File: config.mk
export PLATFORM = sky130hd
export DESIGN_NAME = pipe_ctrl
export DESIGN_NICKNAME = d
export VERILOG_FILES = /design/src/rtl/pipe_ctrl.sv
export SDC_FILE = /design/constraint.sdc
export NUM_CORES = 1
export LEC_CHECK = 0
export CAP_MARGIN = 0
export CORE_MARGIN = 4
export CORE_UTILIZATION = 25
export CTS_CLUSTER_DIAMETER = 150
export DETAILED_ROUTE_END_ITERATION = 12
export GPL_TIMING_DRIVEN = 0
export HOLD_SLACK_MARGIN = 0.06
export SETUP_SLACK_MARGIN = 0.15
export SLEW_MARGIN = 15
export SYNTH_ARGS = -nofsm -noshare
export SYNTH_HDL_FRONTEND = slang
export SYNTH_SLANG_ARGS = --single-unit
export TNS_END_PERCENT = 100
File: constraint.sdc
create_clock -name clk -period 2.9 [get_ports clk]
set_input_delay 0.435 -clock clk [delete_from_list [all_inputs] [get_ports clk]]
set_output_delay 0.435 -clock clk [all_outputs]
set_load 0.05 [all_outputs]
File: src/rtl/pipe_ctrl.sv
// Stall/flush sequencer for the 5-stage RV32I pipeline: load-use, branch redirect, I/D wait states, halt.
// Optional performance counters are enabled with `define PIPE_CTRL_PERF_EN.
module pipe_ctrl #(
  parameter int MEM_TIMEOUT = 16,
  parameter int CNT_W       = 32
) (
  input  logic             clk,
  input  logic             rst,
  input  logic [6:0]       id_op,
  input  logic [4:0]       id_rs1,
  input  logic [4:0]       id_rs2,
  input  logic [6:0]       ex_op,
  input  logic [4:0]       ex_rd,
  input  logic             branch_taken,
  input  logic             imem_ready,
  input  logic             mem_req,
  input  logic             mem_ready,
  output logic             pc_en,
  output logic             if_id_en,
  output logic             id_ex_en,
  output logic             ex_mem_en,
  output logic             mem_wb_en,
  output logic             if_id_flush,
  output logic             id_ex_flush,
  output logic             mem_wb_flush,
  output logic             halted,
  output logic             mem_err,
  output logic [CNT_W-1:0] stall_cnt,
  output logic [CNT_W-1:0] flush_cnt
);
  localparam int WW = $clog2(MEM_TIMEOUT + 1);
  localparam logic [6:0] OP_LOAD   = 7'b0000011;
  localparam logic [6:0] OP_LUI    = 7'b0110111;
  localparam logic [6:0] OP_AUIPC  = 7'b0010111;
  localparam logic [6:0] OP_JAL    = 7'b1101111;
  localparam logic [6:0] OP_BRANCH = 7'b1100011;
  localparam logic [6:0] OP_STORE  = 7'b0100011;
  localparam logic [6:0] OP_OP     = 7'b0110011;
  localparam logic [6:0] OP_SYSTEM = 7'b1110011;

  typedef enum logic [1:0] {S_RUN, S_DMEM_WAIT, S_HALT} state_t;

  state_t          state_q;
  logic [WW-1:0]   wait_cnt_q;
  logic            mem_err_q;
  logic            freeze, lu, rs1_used, rs2_used, sys_halt;

  always_comb begin
    rs1_used = !(id_op == OP_LUI || id_op == OP_AUIPC || id_op == OP_JAL);
    rs2_used = (id_op == OP_BRANCH || id_op == OP_STORE || id_op == OP_OP);
    freeze   = mem_req && !mem_ready;
    lu       = (ex_op == OP_LOAD) && (ex_rd != 5'd0) &&
               ((ex_rd == id_rs1 && rs1_used) || (ex_rd == id_rs2 && rs2_used));
    sys_halt = (ex_op == OP_SYSTEM) && !branch_taken;
  end

  // Outputs are combinational so a stall bites in the cycle the hazard is seen.
  always_comb begin
    pc_en        = 1'b1;
    if_id_en     = 1'b1;
    id_ex_en     = 1'b1;
    ex_mem_en    = 1'b1;
    mem_wb_en    = 1'b1;
    if_id_flush  = 1'b0;
    id_ex_flush  = 1'b0;
    mem_wb_flush = 1'b0;
    if (rst) begin
      {pc_en, if_id_en, id_ex_en, ex_mem_en, mem_wb_en} = '0;
      {if_id_flush, id_ex_flush, mem_wb_flush}          = '1;
    end else if (state_q == S_HALT) begin
      {pc_en, if_id_en, id_ex_en, ex_mem_en, mem_wb_en} = '0;
    end else if (freeze) begin
      {pc_en, if_id_en, id_ex_en, ex_mem_en} = '0;
      mem_wb_flush = 1'b1;
    end else if (branch_taken) begin
      if_id_flush = 1'b1;
      id_ex_flush = 1'b1;
    end else if (lu) begin
      pc_en       = 1'b0;
      if_id_en    = 1'b0;
      id_ex_flush = 1'b1;
    end else if (!imem_ready) begin
      pc_en       = 1'b0;
      if_id_flush = 1'b1;
    end
  end

  always_ff @(posedge clk) begin
    if (rst) begin
      state_q    <= S_RUN;
      wait_cnt_q <= '0;
      mem_err_q  <= 1'b0;
    end else begin
      case (state_q)
        S_RUN: begin
          if (freeze) begin
            state_q    <= S_DMEM_WAIT;
            wait_cnt_q <= WW'(1);
          end else if (sys_halt) begin
            state_q <= S_HALT;
          end
        end
        S_DMEM_WAIT: begin
          if (!freeze) begin
            // Completing cycle advances the pipe; a SYSTEM held in EX halts now.
            wait_cnt_q <= '0;
            state_q    <= sys_halt ? S_HALT : S_RUN;
          end else if (wait_cnt_q == WW'(MEM_TIMEOUT)) begin
            state_q   <= S_HALT;
            mem_err_q <= 1'b1;
          end else begin
            wait_cnt_q <= wait_cnt_q + WW'(1);
          end
        end
        S_HALT:  state_q <= S_HALT;
        default: state_q <= S_RUN;
      endcase
    end
  end

  assign halted  = (state_q == S_HALT);
  assign mem_err = mem_err_q;

`ifdef PIPE_CTRL_PERF_EN
  logic [CNT_W-1:0] stall_cnt_q, flush_cnt_q;

  always_ff @(posedge clk) begin
    if (rst) begin
      stall_cnt_q <= '0;
      flush_cnt_q <= '0;
    end else begin
      if (!pc_en && state_q != S_HALT && stall_cnt_q != '1)
        stall_cnt_q <= stall_cnt_q + CNT_W'(1);
      if (state_q != S_HALT && !freeze && branch_taken && flush_cnt_q != '1)
        flush_cnt_q <= flush_cnt_q + CNT_W'(1);
    end
  end

  assign stall_cnt = stall_cnt_q;
  assign flush_cnt = flush_cnt_q;
`else
  assign stall_cnt = '0;
  assign flush_cnt = '0;
`endif
endmodule

==> results of run 1 <==
[metal layers]
layer	routed length [um]	track usage, %	part of all wire (%)
met5	0	0	0
met4	17	2.03	0.54
met3	443	5.38	14
met2	1560	16.1	50
met1	1120	10.1	36
[worst reg2reg max path, delay by kind of cell, from the launching register on]
kind | cells | cell delay, ns
flip-flops | 1 | 0.38
buffers and inverters | 1 | 0.08
AO/OA/AOI/OAI | 2 | 0.24
AND/OR/NAND/NOR | 2 | 0.44
adder cells (fa/ha/maj) | 1 | 0.19
[registers in the layout, indices dropped and copies added (netlist names)]
| signal | cells |
|---|---|
| mem_err | 1 |
| wait_cnt_q | 5 |
| state_q | 2 |
[kinds of logic after synthesis]
group	share of synthesized area, %
mux	0.854
other cells	0.284
xor+xnor	7.31
flops	12.1
buf+inv	41.3
simple gates	21.7
fa+ha+maj	1.90
compound gates	14.5
[metrics by stage]
stage / TNS (ns) / hold slack, ns / cell area, um^2 / setup slack, ns / total power, mW
after floorplan: 0 / 0.456 / 1560 / 0.126 / 0.439
after global placement: -1.63 / 0.462 / 2090 / -0.442 / 0.517
after detailed placement: -1.62 / 0.474 / 2090 / -0.453 / 0.518
after CTS: 0 / 0.484 / 2120 / 0.00408 / 0.655
after global routing: 0 / 0.526 / 2140 / 0.153 / 0.690
final: 0 / 0.472 / 2140 / 0.219 / 0.655
[cell usage after synthesis, types with 2 or more instances]
library cell,count,share of area (%)
buf_4,66,38
xnor2_1,9,6.0
dfxtp_1,8,12
inv_1,8,2.3
nor2_1,8,2.3
o21ai_0,7,2.7
nand3_1,6,2.3
nand2_1,5,1.4
a21oi_1,3,1.1
buf_2,3,1.1
nor3_1,3,1.1
a2111oi_0,2,1.3
a211oi_1,2,1.1
and2_1,2,0.95
and4bb_2,2,1.9
ha_1,2,1.9
nand3b_1,2,1.1
nor2b_1,2,0.95
nor3b_1,2,1.1
nor4_1,2,0.95
nor4b_1,2,1.3
o211ai_1,2,1.1
or4_4,2,1.7
xor2_1,2,1.3
[power groups by stage]
| stage | Sequential (mW) | Combinational (mW) | Clock, mW |
|---|---|---|---|
| after CTS | 0.113 | 0.398 | 0.143 |
| after global placement | 0.115 | 0.402 | 0 |
| after floorplan | 0.115 | 0.324 | 0 |
| after global routing | 0.114 | 0.426 | 0.150 |
| final | 0.114 | 0.404 | 0.137 |
| after detailed placement | 0.115 | 0.402 | 0 |
[cell type report]
class                      instances  area, um^2  share of cell area [%]
multi-input combinational        148         867                    40.5
buffer                            70         515                    24.1
timing repair buffer              44         438                    20.5
sequential                         8         160                    7.49
tap                               70        87.6                    4.09
clock buffer                       3        41.3                    1.93
inverter                           8        30.0                    1.40
[final timing paths]
path,startpoint,cells after the start,to
max,ex_rd[2],6,if_id_flush
min,mem_err,2,mem_err
max reg2reg,wait_cnt_q[0],6,wait_cnt_q[1]
min reg2reg,mem_err,2,mem_err
[cells in the final DEF (no fill, tap or decap), types with 2 or more instances in the layout]
| master | n |
|---|---|
| o211ai_1 | 2 |
| dlygate4sd2_1 | 2 |
| nand3b_1 | 2 |
| and4bb_2 | 2 |
| clkbuf_8 | 3 |
| nor4b_1 | 2 |
| nor2_1 | 8 |
| inv_1 | 8 |
| or4_4 | 2 |
| dlymetal6s2s_1 | 2 |
| xnor2_1 | 9 |
| and2_1 | 2 |
| nor3_2 | 3 |
| a21oi_1 | 3 |
| nor3b_1 | 2 |
| nor4_1 | 2 |
| o21ai_0 | 6 |
| nor2b_1 | 2 |
| buf_4 | 66 |
| xor2_1 | 2 |
| nand3_1 | 6 |
| buf_6 | 2 |
| conb_1 | 64 |
| nand2_1 | 5 |
| ha_1 | 2 |
| buf_2 | 4 |
| clkdlybuf4s50_1 | 36 |
| a211oi_1 | 2 |
| dfxtp_1 | 8 |
[what timing repair did]
action,CTS,global route
hold endpoints to repair,0,0
pin swaps,0,1
gates resized for setup,22,13
gates cloned,0,0
endpoints found under the setup margin,6,6
==> key figures, run 1 <==
STA
  • Final Hold Vio Count: 0
  • Slew Limit Fails: 0
  • Relative slew slack: 65.7%
  • Setup Skew: 0.00342 ns
  • Final period utilization: 92.4%
  • Minimum clock period after layout: 2.68 ns
  • Worst-margin pin slew: 0.512 ns
  • Max Freq: 373 MHz
  • RSZ-0062 raised after global routing: false
  • Final setup fails: 0

Logic synthesis
  • Syn avg cell area: 7.71 um^2
  • Sequential area share after synthesis: 12.1%
  • Netlist cell types: 43
  • Cell Area, Synth: 1320 um^2
  • Ys flop type: dfxtp_1
  • Seq cells post-synth: 8
  • EDFF count, synth: 0
  • Synthesis Warnings: 0
  • Mapped Cells: 171
  • Synth async-reset ratio: 0%

Run status
  • Status: finished, final reports clean

Finish
  • Finished Layout Cells: 351
  • # diodes: 0
  • Fin util: 41.9%
  • Area grow syn2layout: 62.2%
  • Share of cells above drive strength 1: 32.0%
  • Final-layout fill cell count: 535
  • Layout Nets: 320

GRT
  • Largest net degree at the start of global routing: 11
  • Total global-route track usage: 9.41%
  • Total gr overflow: 0
  • Vias in the first global route: 1128
  • First-pass GRT wire length: 4880 um
  • Initial antenna violation count: 0

Power
  • Sequential Power Share: 17.3%
  • Clock power frac: 20.9%
  • Sw Share: 48.2%
  • PwrDens: 306 nW/um^2
  • Logic pwr share: 61.8%
  • Internal: 0.339 mW
  • Switching power: 0.316 mW
  • VDD IR max: 0.144 mV
  • Leak: 1.06 nW

CTS
  • H-tree depth: 1
  • CTS max path bufs: 2
  • Worst-Skew Late Latency: 0.23 ns
  • Hold_buf cts: 0
  • Clk root buf: clkbuf_8
  • CTS sink cnt: 8
  • CTS buffer count: 3
  • CTS tree: done
  • Clock slew at reported path FFs: 0.04 ns
  • Setup Buffers After CTS: 0

Flow run
  • Max-cap violations: 0

Floorplan
  • Starting Density: 25.8%
  • # IOs: 109
  • Die X: 80.6 um
  • Core Box Area: 5110 um^2
  • Site Rows: 26
  • Die area: 6500 um^2
  • Die height: 80.6 um

Worst setup path
  • WS Path Type: in2out
  • Crit end category: output pin
  • Maximum fanout along the worst path: 6
  • Top delay family on crit path: buffers and inverters
  • Max stage delay cell, worst path: or4_4
  • Critical path arrival: 2.25 ns
  • Worst EP required: 2.47 ns
  • Reg2reg setup slack: 1.47 ns
  • CP peak stage delay: 0.55 ns
  • Cell Chain, Critical Path: clkdlybuf4s50_1 -> or4_4 -> o211ai_4 -> nor4b_1 -> a221oi_2 -> buf_6
  • Worst setup SP type: input port
  • Crit path buf inv count: 2

Hold path
  • Worst hold path type: reg2reg

Placed design
  • Estimated wirelength of the detail-placed design: 2800 um
  • Port buffer count: 44
  • Placed Cells: 348
  • Final GP Congestion: 0.708

Detailed routing
  • Vias/cell: 3.57
  • Via count: 1253
  • Wire length per cell: 8.95 um
  • First DRT Iteration DRCs: 53
  • Detail Route Antenna Nets: 0
  • Final WL: 3140 um
  • Drc violations: 0
  • 1st-pass router iterations: 4
Power figures use the tool's default switching activity.
==> inputs of run 2 (changes only) <==
--- a/config.mk
+++ b/config.mk
@@ -12,6 +12,7 @@
 export DETAILED_ROUTE_END_ITERATION = 12
 export GPL_TIMING_DRIVEN = 0
 export HOLD_SLACK_MARGIN = 0.06
+export PLACE_DENSITY = 0.67
 export SETUP_SLACK_MARGIN = 0.15
 export SLEW_MARGIN = 15
 export SYNTH_ARGS = -nofsm -noshare
==> constraint.sdc (replaced) <==
create_clock -name clk -period 2.4 [get_ports clk]
set_input_delay 0.36 -clock clk [delete_from_list [all_inputs] [get_ports clk]]
set_output_delay 0.36 -clock clk [all_outputs]
set_load 0.05 [all_outputs]
==> run 2 against run 1 <==
Effect of this change: combinational power rose by 27%; sequential share of layout area decreased by 0.62 points; routed wire length grew 11%; core utilization up 3.8 points; non-clock buffer count grew 4; global-route usage increased by 0.79 points; sequential power rose by 21%; critical path depth up 1; via count rose by 4.2%.
==> key figures, run 2 (synthesized netlist as in run 1, its figures left out) <==
Run status
  • Status: finished, final reports clean

Power
  • VDD IR max: 0.199 mV (+38%)
  • Leak: 1.22 nW (+16%)
  • PwrDens: 347 nW/um^2 (+13%)

Flow run
  • Max-cap violations: 0 (unchanged)

Worst setup path
  • Maximum fanout along the worst path: 3 (-3)
  • WS Path Type: in2out
  • Worst setup SP type: input port
  • R2R depth: 6 (unchanged)
  • Reg2reg setup slack: 0.92 ns (-0.55 ns)
  • Critical path arrival: 1.91 ns (-0.34 ns)
  • R2R Path Start: wait_cnt_q[0]
  • Crit end category: output pin
  • R2r endpoint: wait_cnt_q[1]
  • Worst EP required: 2.04 ns (-0.43 ns)

GRT
  • First-pass GRT wire length: 5240 um (+7.5%)
  • Vias in the first global route: 1192 (+5.7%)
  • Total global-route track usage: 10.2% (+0.79 points)
  • Total gr overflow: 0 (unchanged)
  • Initial antenna violation count: 0 (unchanged)
  • Largest net degree at the start of global routing: 11 (unchanged)

Finish
  • Commonest non-fill, non-tap cells in the layout: 68 x buf_4, 64 x conb_1, 14 x clkdlybuf4s50_1
  • Share of cells above drive strength 1: 40.0% (+8.0 points)
  • Layout Nets: 324 (+1.3%)
  • Max reg flops: 5 (unchanged)
  • Storage cell area: 160 um^2 (unchanged)
  • Area grow syn2layout: 76.9%
  • Largest register by flop count: wait_cnt_q
  • Final-layout fill cell count: 516 (-3.6%)
  • Area occupied by multi-input gates: 1000 um^2 (+15%)
  • Leading cell type in the layout, fill and taps excluded: buf_4
  • # diodes: 0 (unchanged)

Hold path
  • Hold Crit Depth: 2 (unchanged)
  • Hold-critical path endpoint: mem_err
  • Worst hold path type: reg2reg
  • Min-delay src: mem_err

STA
  • Final WS setup: 0.125 ns (-0.0936 ns)
  • Relative slew slack: 66.0% (+0.26 points)
  • Setup Skew: 0.000623 ns (-0.00280 ns)
  • Max Freq: 440 MHz
  • Final setup fails: 0 (unchanged)
  • Hold slack: 0.458 ns (-0.0138 ns)
  • Worst-margin pin slew: 0.509 ns (-0.00389 ns)
  • Final period utilization: 94.8%
  • Slew Limit Fails: 0 (unchanged)
  • RSZ-0062 raised after global routing: true
  • Total Neg Setup Slack: 0 ns (unchanged)
  • Final Hold Vio Count: 0 (unchanged)
  • Minimum clock period after layout: 2.27 ns

CTS
  • Worst-Skew Late Latency: 0.23 ns (about the same)
  • Clk root buf: clkbuf_8
  • CTS sink cnt: 8 (unchanged)
  • H-tree depth: 1 (unchanged)
  • CTS tree: done
  • CTS max path bufs: 2 (unchanged)
  • CTS buffer count: 3 (unchanged)
  • Clock slew at reported path FFs: 0.04 ns (about the same)

Floorplan
  • Die X: 80.6 um (unchanged)
  • # IOs: 109 (unchanged)
  • Site Rows: 26 (unchanged)
  • Core Box Area: 5110 um^2 (unchanged)
  • Die height: 80.6 um (unchanged)
  • Die area: 6500 um^2 (unchanged)
  • Starting Density: 25.8% (unchanged)

Detailed routing
  • First DRT Iteration DRCs: 28 (-47%)
  • Via count: 1306 (+4.2%)
  • Drc violations: 0 (unchanged)
  • 1st-pass router iterations: 4 (unchanged)
  • Wire length per cell: 9.83 um (+9.8%)
  • Vias/cell: 3.68 (+3.1%)
  • Detail Route Antenna Nets: 0 (unchanged)
  • Final WL: 3490 um (+11%)

Placed design
  • Port buffer count: 44 (unchanged)
  • Estimated wirelength of the detail-placed design: 2910 um (+4.0%)
  • Final GP Congestion: 0.788 (+11%)
  • Pre-CTS setup slack: -0.967 ns (-0.515 ns)
## run 2: power breakdown
group / total [mW] / internal, mW / switching [mW]
Combinational: 0.512 / 0.173 / 0.340
Clock: 0.161 / 0.109 / 0.0520
Sequential: 0.138 / 0.136 / 0.00203
Total: 0.810 / 0.417 / 0.394
## run 2: critical path: stages
cell and delay, ns:
dlygate4sd2_1 0.27, nand2b_4 0.16, a2111oi_4 0.53, nor3_4 0.11, buf_4 0.16, o21ai_2 0.15
buf_6 0.18
## run 2: area by class of cell
type                            count  share of cell area [%]
Tap cell                           70                    3.75
Inverter                            8                    1.29
Sequential cell                     8                    6.86
Multi-Input combinational cell    148                    42.9
Clock buffer                        3                    1.77
Timing Repair Buffer               48                    21.2
Buffer                             70                    22.2
## run 2: what timing repair did
| action | 4_1_cts | 5_1_grt |
|---|---|---|
| setup endpoints to repair | 8 | 7 |
| resized for setup | 75 | 28 |
| hold buffers | 0 | 0 |
| cloned | 0 | 0 |
| hold endpoints to repair | 0 | 0 |
| pin swaps | 10 | 9 |
| setup buffers | 0 | 4 |
## run 2: how the worst max path moves through the flow
stage                     cells past startpoint  slack, ns           to        from
after floorplan                               5       0.12     if_id_en  state_q[1]
after global placement                        6      -0.96  if_id_flush    id_op[5]
after detailed placement                      6      -0.97  if_id_flush    id_op[5]
after CTS                                     6        0.1  if_id_flush    ex_rd[3]
after global routing                          7       0.04  if_id_flush     mem_req
final                                         7       0.13        pc_en    id_op[3]
## run 2: stage by stage
stage / area (um^2) / instances / util [%] / power (mW)
after floorplan: 1590 / 234 / - / 0.536
after global placement: 2120 / 348 / 41.4 / 0.629
after detailed placement: 2120 / 348 / 41.4 / 0.631
after CTS: 2230 / 351 / 43.6 / 0.800
after global routing: 2330 / 355 / 45.7 / 0.856
final: 2330 / 355 / 45.7 / 0.810
## run 2: metal layers
metal	routed length (um)	vias to the layer above	track usage (%)
met5	0	-	0
met4	55	0	1.52
met3	397	6	5.27
met2	1970	61	19.7
met1	1070	552	9.67
li1	-	687	-
==> inputs of run 3 (changes only) <==
--- a/config.mk
+++ b/config.mk
@@ -8,7 +8,7 @@
 export CAP_MARGIN = 0
 export CORE_MARGIN = 4
 export CORE_UTILIZATION = 25
-export CTS_CLUSTER_DIAMETER = 150
+export CTS_CLUSTER_DIAMETER = 200
 export DETAILED_ROUTE_END_ITERATION = 12
 export GPL_TIMING_DRIVEN = 0
 export HOLD_SLACK_MARGIN = 0.06
==> results of run 3 <==
The final DEF is identical to that of run 2; final timing and power are the same.
